`src/rtl/uart_pkg.sv`:
```
// Definitions shared across the UART receive path: frame geometry and the
// receive controller's state encoding.
package uart_pkg;

    localparam int OVERSAMPLE = 16;
    localparam int FRAME_BITS = 9;

    typedef enum logic [1:0] {
        ST_IDLE  = 2'd0,
        ST_START = 2'd1,
        ST_DATA  = 2'd2,
        ST_LOAD  = 2'd3
    } rx_state_t;

endpackage

```
`src/rtl/rx_controller.sv`:
```
// UART receive sequencer: finds the start bit, pulses shift_en at each
// mid-bit, then issues a single load pulse once the whole frame is shifted in.
module rx_controller #(
    parameter int OVERSAMPLE = uart_pkg::OVERSAMPLE,
    parameter int FRAME_BITS = uart_pkg::FRAME_BITS,
    parameter int CNT_W      = 4,
    parameter int BIT_W      = 4
) (
    input  logic clk,
    input  logic reset,
    input  logic baud_tick,
    input  logic rx_in,
    output logic shift_en,
    output logic load,
    output logic busy,
    output logic start_err
);
    import uart_pkg::*;

    localparam logic [CNT_W-1:0] HALF_LAST = CNT_W'(OVERSAMPLE / 2 - 1);
    localparam logic [CNT_W-1:0] FULL_LAST = CNT_W'(OVERSAMPLE - 1);
    localparam logic [BIT_W-1:0] BIT_LAST  = BIT_W'(FRAME_BITS - 1);

    rx_state_t        r_state;
    logic [CNT_W-1:0] r_sample_cnt;
    logic [BIT_W-1:0] r_bit_cnt;
    logic             r_shift_en;
    logic             r_load;
    logic             r_busy;
    logic             r_start_err;

    always_ff @(posedge clk) begin
        if (!reset) begin
            r_state      <= ST_IDLE;
            r_sample_cnt <= '0;
            r_bit_cnt    <= '0;
            r_shift_en   <= 1'b0;
            r_load       <= 1'b0;
            r_busy       <= 1'b0;
            r_start_err  <= 1'b0;
        end else begin
            r_shift_en  <= 1'b0;
            r_load      <= 1'b0;
            r_start_err <= 1'b0;
            case (r_state)
                ST_IDLE: begin
                    if (baud_tick && !rx_in) begin
                        r_state      <= ST_START;
                        r_sample_cnt <= '0;
                        r_busy       <= 1'b1;
                    end
                end
                ST_START: begin
                    if (baud_tick) begin
                        if (r_sample_cnt == HALF_LAST) begin
                            // Line back high at mid start bit means it was a glitch.
                            if (rx_in) begin
                                r_start_err <= 1'b1;
                                r_busy      <= 1'b0;
                                r_state     <= ST_IDLE;
                            end else begin
                                r_sample_cnt <= '0;
                                r_bit_cnt    <= '0;
                                r_state      <= ST_DATA;
                            end
                        end else begin
                            r_sample_cnt <= r_sample_cnt + 1'b1;
                        end
                    end
                end
                ST_DATA: begin
                    if (baud_tick) begin
                        if (r_sample_cnt == FULL_LAST) begin
                            r_sample_cnt <= '0;
                            r_shift_en   <= 1'b1;
                            if (r_bit_cnt == BIT_LAST) begin
                                r_state <= ST_LOAD;
                            end else begin
                                r_bit_cnt <= r_bit_cnt + 1'b1;
                            end
                        end else begin
                            r_sample_cnt <= r_sample_cnt + 1'b1;
                        end
                    end
                end
                ST_LOAD: begin
                    // One clk after the last shift, so the shift register has settled.
                    r_load    <= 1'b1;
                    r_busy    <= 1'b0;
                    r_bit_cnt <= '0;
                    r_state   <= ST_IDLE;
                end
                default: begin
                    r_busy  <= 1'b0;
                    r_state <= ST_IDLE;
                end
            endcase
        end
    end

    assign shift_en  = r_shift_en;
    assign load      = r_load;
    assign busy      = r_busy;
    assign start_err = r_start_err;

endmodule

```
`config.mk`:
```
export PLATFORM = sky130hd
export DESIGN_NAME = rx_controller
export DESIGN_NICKNAME = d
export VERILOG_FILES = /design/src/rtl/uart_pkg.sv /design/src/rtl/rx_controller.sv
export SDC_FILE = /design/constraint.sdc
export NUM_CORES = 1
export LEC_CHECK = 0
export ABC_CLOCK_PERIOD_IN_PS = 2310
export BUFFER_PORTS_ARGS = -buffer_cell sky130_fd_sc_hd__buf_2
export CAP_MARGIN = 20
export CORE_MARGIN = 2
export CORE_UTILIZATION = 57
export DETAILED_ROUTE_END_ITERATION = 10
export PLACE_DENSITY_LB_ADDON = 0.3
export SLEW_MARGIN = 40
export SYNTH_ARGS = -nofsm -noshare
export SYNTH_HDL_FRONTEND = slang
export SYNTH_SLANG_ARGS = --single-unit
```
`constraint.sdc`:
```
create_clock -name clk -period 2.31 [get_ports clk]
set_input_delay 0.231 -clock clk [delete_from_list [all_inputs] [get_ports clk]]
set_output_delay 0.231 -clock clk [all_outputs]
set_load 0.02 [all_outputs]
```
==> summary.txt <==
GRT
----------------------------------------------------------------------------------------
Overall overflow remaining after global route                                          0
Via count of the first global-routing pass                                           673
Initial antenna violation count                                                        0
Global-route wire length before repair                                           2880 µm
Global-route total usage across every layer                                        19.7%
Largest net degree at the start of global routing                                     14

DRT
----------------------------------------------------------------------------------------
Vias                                                                                 823
Detailed Routing Iterations Pass 1                                                     4
Post-detailed-route DRC marker count                                                   0
Per-cell routed wire length                                                      13.6 µm
Routed Antenna Nets                                                                    0
Via density per instance                                                            6.38
Total wire length                                                                1750 µm
1st-iter DRT viols                                                                    25

SYNTHESIS
----------------------------------------------------------------------------------------
Sequential fraction of the synthesis area                                          31.0%
Mapped Cells                                                                         106
Count of distinct cell types in the synthesized netlist                               40
Post-Synthesis Net Count                                                             118
Area of the mapped netlist                                                       903 µm²
Yosys reg bits                                                                        14
Synth Area per Inst                                                             8.52 µm²
Number of warnings printed during yosys synthesis                                      0

CRITICAL PATH
----------------------------------------------------------------------------------------
Category of cells accounting for the largest share of critical-path delay   simple AND/OR/NAND/NOR gates
Cells traversed along the worst timing path                                 inv_1 -> ha_1 -> mux2i_1 -> a31o_1 -> or4_1 -> o21ai_1
Crit. End Element                                                               register
Longest individual stage delay on the worst path                                 0.55 ns
Slowest-stage cell, CP                                                      sky130_fd_sc_hd__or4_1
Peak fanout along the critical path                                                   13
Arrival time of the worst setup path                                             2.32 ns
WP data required                                                                 2.53 ns
Buffers plus inverters on the worst setup path                                         1
Element type at the critical path start                                         register
Type of the worst setup path                                                     reg2reg

FLOORPLANNING
----------------------------------------------------------------------------------------
Overall die width                                                                43.8 µm
Initial core utilization                                                           60.7%
Die area                                                                     0.00192 mm²
Ports placed on the boundary                                                           8
Vertical die dimension                                                           43.8 µm
FP Rows                                                                               14
Area inside the core boundary                                                0.00149 mm²

FLOW RUN
----------------------------------------------------------------------------------------
Count of maximum capacitance violations                                                0

STA
----------------------------------------------------------------------------------------
Count of final hold-check violations                                                   0
Unrepaired setup endpoints after global routing                                    false
Max-slew violations                                                                    0
Upper clock frequency limit                                                      475 MHz
Largest clock skew in the final design                                        0.00526 ns
Final period utilization                                                           91.2%
Post-layout minimum cycle time                                                   2.11 ns
Number of setup violations in the final report                                         0
Slew at the pin closest to its max-slew limit                                   0.458 ns
Slew margin rel.                                                                   69.2%
Sum of negative setup slack                                                         0 ns

POWER AND IR DROP
----------------------------------------------------------------------------------------
Sequential Power Share                                                             43.7%
P per Cell Area                                                               602 mW/mm²
Internal power                                                                    399 µW
Maximum ir drop on the vdd rail                                                 0.280 mV
Share of total power in the clock network                                          30.2%
Net Sw Power                                                                      185 µW
Leakage dissipation                                                             0.370 nW
Switching power as a share of total power                                          31.7%
Combinational share of power                                                       26.1%

CLOCK TREE
----------------------------------------------------------------------------------------
Clock Sinks                                                                           14
Setup bufs post-CTS                                                                    0
Total number of H-tree levels                                                          1
Clock Root Buffer                                                           sky130_fd_sc_hd__clkbuf_4
Clock buffer depth                                                                     2
Clk Latency, worst-skew pair                                                     0.28 ns
Number of gates resized after CTS                                                      0
Number of CTS-inserted buffers                                                         3
Hold-fix buffer count after cts                                                        0
TritonCTS clock tree                                                                done
Clock-pin slew on the worst setup and hold paths                                 0.09 ns

PLACEMENT
----------------------------------------------------------------------------------------
Port bufs                                                                              7
HPWL after detailed placement                                                    1280 µm
Post-placement cell area                                                         933 µm²
Final weighted congestion of routability-driven global placement                   0.800

LAYOUT
----------------------------------------------------------------------------------------
Total area of sequential cells                                                   280 µm²
Number of nets in the layout                                                         126
Multi-input gate area                                                            572 µm²
Fillers                                                                              130
Leading cell types in the layout, fill and taps excluded                    sky130_fd_sc_hd__dfxtp_1, sky130_fd_sc_hd__nand2_1, sky130_fd_sc_hd__ha_1
Final instance area                                                              970 µm²
Share of layout cells above drive strength 1                                       10.6%
Most frequent standard cell in the layout excluding fill and tap cells      sky130_fd_sc_hd__dfxtp_1
Area grow syn2layout                                                               7.34%
Diode count                                                                            0

RUN STATUS
----------------------------------------------------------------------------------------
Result of the run                                                           finished clean

WORST HOLD PATH
----------------------------------------------------------------------------------------
Worst hold path class                                                             in2reg

-- synth_stat cells (all sizes together) --
library cell	number	area (µm²)
inv	7	26.3
o21a	3	22.5
and3b	1	8.76
or3	2	12.5
o21bai	1	7.51
a31o	1	8.76
o31ai	1	7.51
nor3	3	15.0
ha	8	100
nor2b	1	6.26
nor2	5	18.8
nand3b	2	15.0
a21boi	1	7.51
nor4	2	12.5
nor3b	1	7.51
nand2b	2	12.5
o22ai	1	6.26
mux2i	3	30.0
and2	1	6.26
nand2	12	45.0
nand4	3	18.8
clkbuf	1	3.75
a21o	1	7.51
a2111oi	1	8.76
dfxtp	14	280
buf	3	21.3
nand3	5	25.0
a31oi	3	18.8
o2111ai	2	35.0
a311oi	1	8.76
a21oi	5	25.0
or4	1	7.51
o41ai	1	8.76
and3	1	6.26
a32o	2	20.0
o21ai	2	10.0
o2111a	1	11.3
o32a	1	10.0
-- registers in the layout, indices dropped and copies added (netlist names), named ones only --
name and count:
busy 1, load 1, r_bit_cnt 4, r_sample_cnt 4, r_state 1, shift_en 1, start_err 1
-- cell type report --
type | count | share of cell area (%)
inverter | 7 | 2.71
clock buffer | 4 | 3.74
sequential | 14 | 28.9
multi-input combinational | 81 | 59.0
timing repair buffer | 7 | 3.61
tap | 16 | 2.06
-- worst min-delay path: stages --
cell                      delay, ns
sky130_fd_sc_hd__buf_2         0.15
sky130_fd_sc_hd__nand2_1       0.09
sky130_fd_sc_hd__nor3_1        0.04
-- layer usage --
metal	vias up	wire length [µm]	track usage [%]
met1	383	866	29.3
li1	408	-	-
met3	6	99	3.75
met2	26	766	28.2
met5	-	0	0
met4	0	17	6.67
-- path summary, 6_finish.rpt --
kind	from	slack [ns]	cells after the start	end
setup / recovery	r_state[0]$_SDFFE_PN0P_	0.20	6	r_sample_cnt[3]$_SDFFE_PN0P_
hold / removal	baud_tick	0.28	3	start_err$_SDFF_PN0_
setup reg to reg	r_state[0]$_SDFFE_PN0P_	0.20	6	r_sample_cnt[3]$_SDFFE_PN0P_
hold reg to reg	r_sample_cnt[1]$_SDFFE_PN0P_	0.48	2	r_sample_cnt[1]$_SDFFE_PN0P_
-- power by group through the flow --
stage,Clock (mW),Combinational [mW],Sequential (mW)
floorplan,0,0.123,0.264
global placement,0,0.147,0.260
detailed placement,0,0.149,0.261
CTS,0.179,0.151,0.255
global route,0.195,0.170,0.256
finish,0.176,0.153,0.255
-- per-stage QoR --
| step | setup slack [ns] | util, % | hold WS, ns | power (mW) | cells |
|---|---|---|---|---|---|
| after floorplan | 0.607 | - | 0.373 | 0.387 | 106 |
| after detailed placement | 0.242 | 62.7 | 0.473 | 0.410 | 125 |
| after CTS | 0.211 | 65.1 | 0.273 | 0.585 | 129 |
| after global routing | 0.0718 | 65.1 | 0.292 | 0.620 | 129 |
| final | 0.203 | 65.1 | 0.275 | 0.584 | 129 |
| after global placement | 0.303 | 62.7 | 0.469 | 0.407 | 125 |
-- logic make-up (layout without fill, tap and decap cells) --
logic type	after synthesis	after routing	share of synthesized area [%]
compound gates	28	28	24.8
fa+ha+maj	8	8	11.1
buf+inv	11	18	5.68
flops	14	14	31.0
mux	3	3	3.32
simple gates	42	42	24.1
Note: power is estimated with default switching activity, not from simulation.
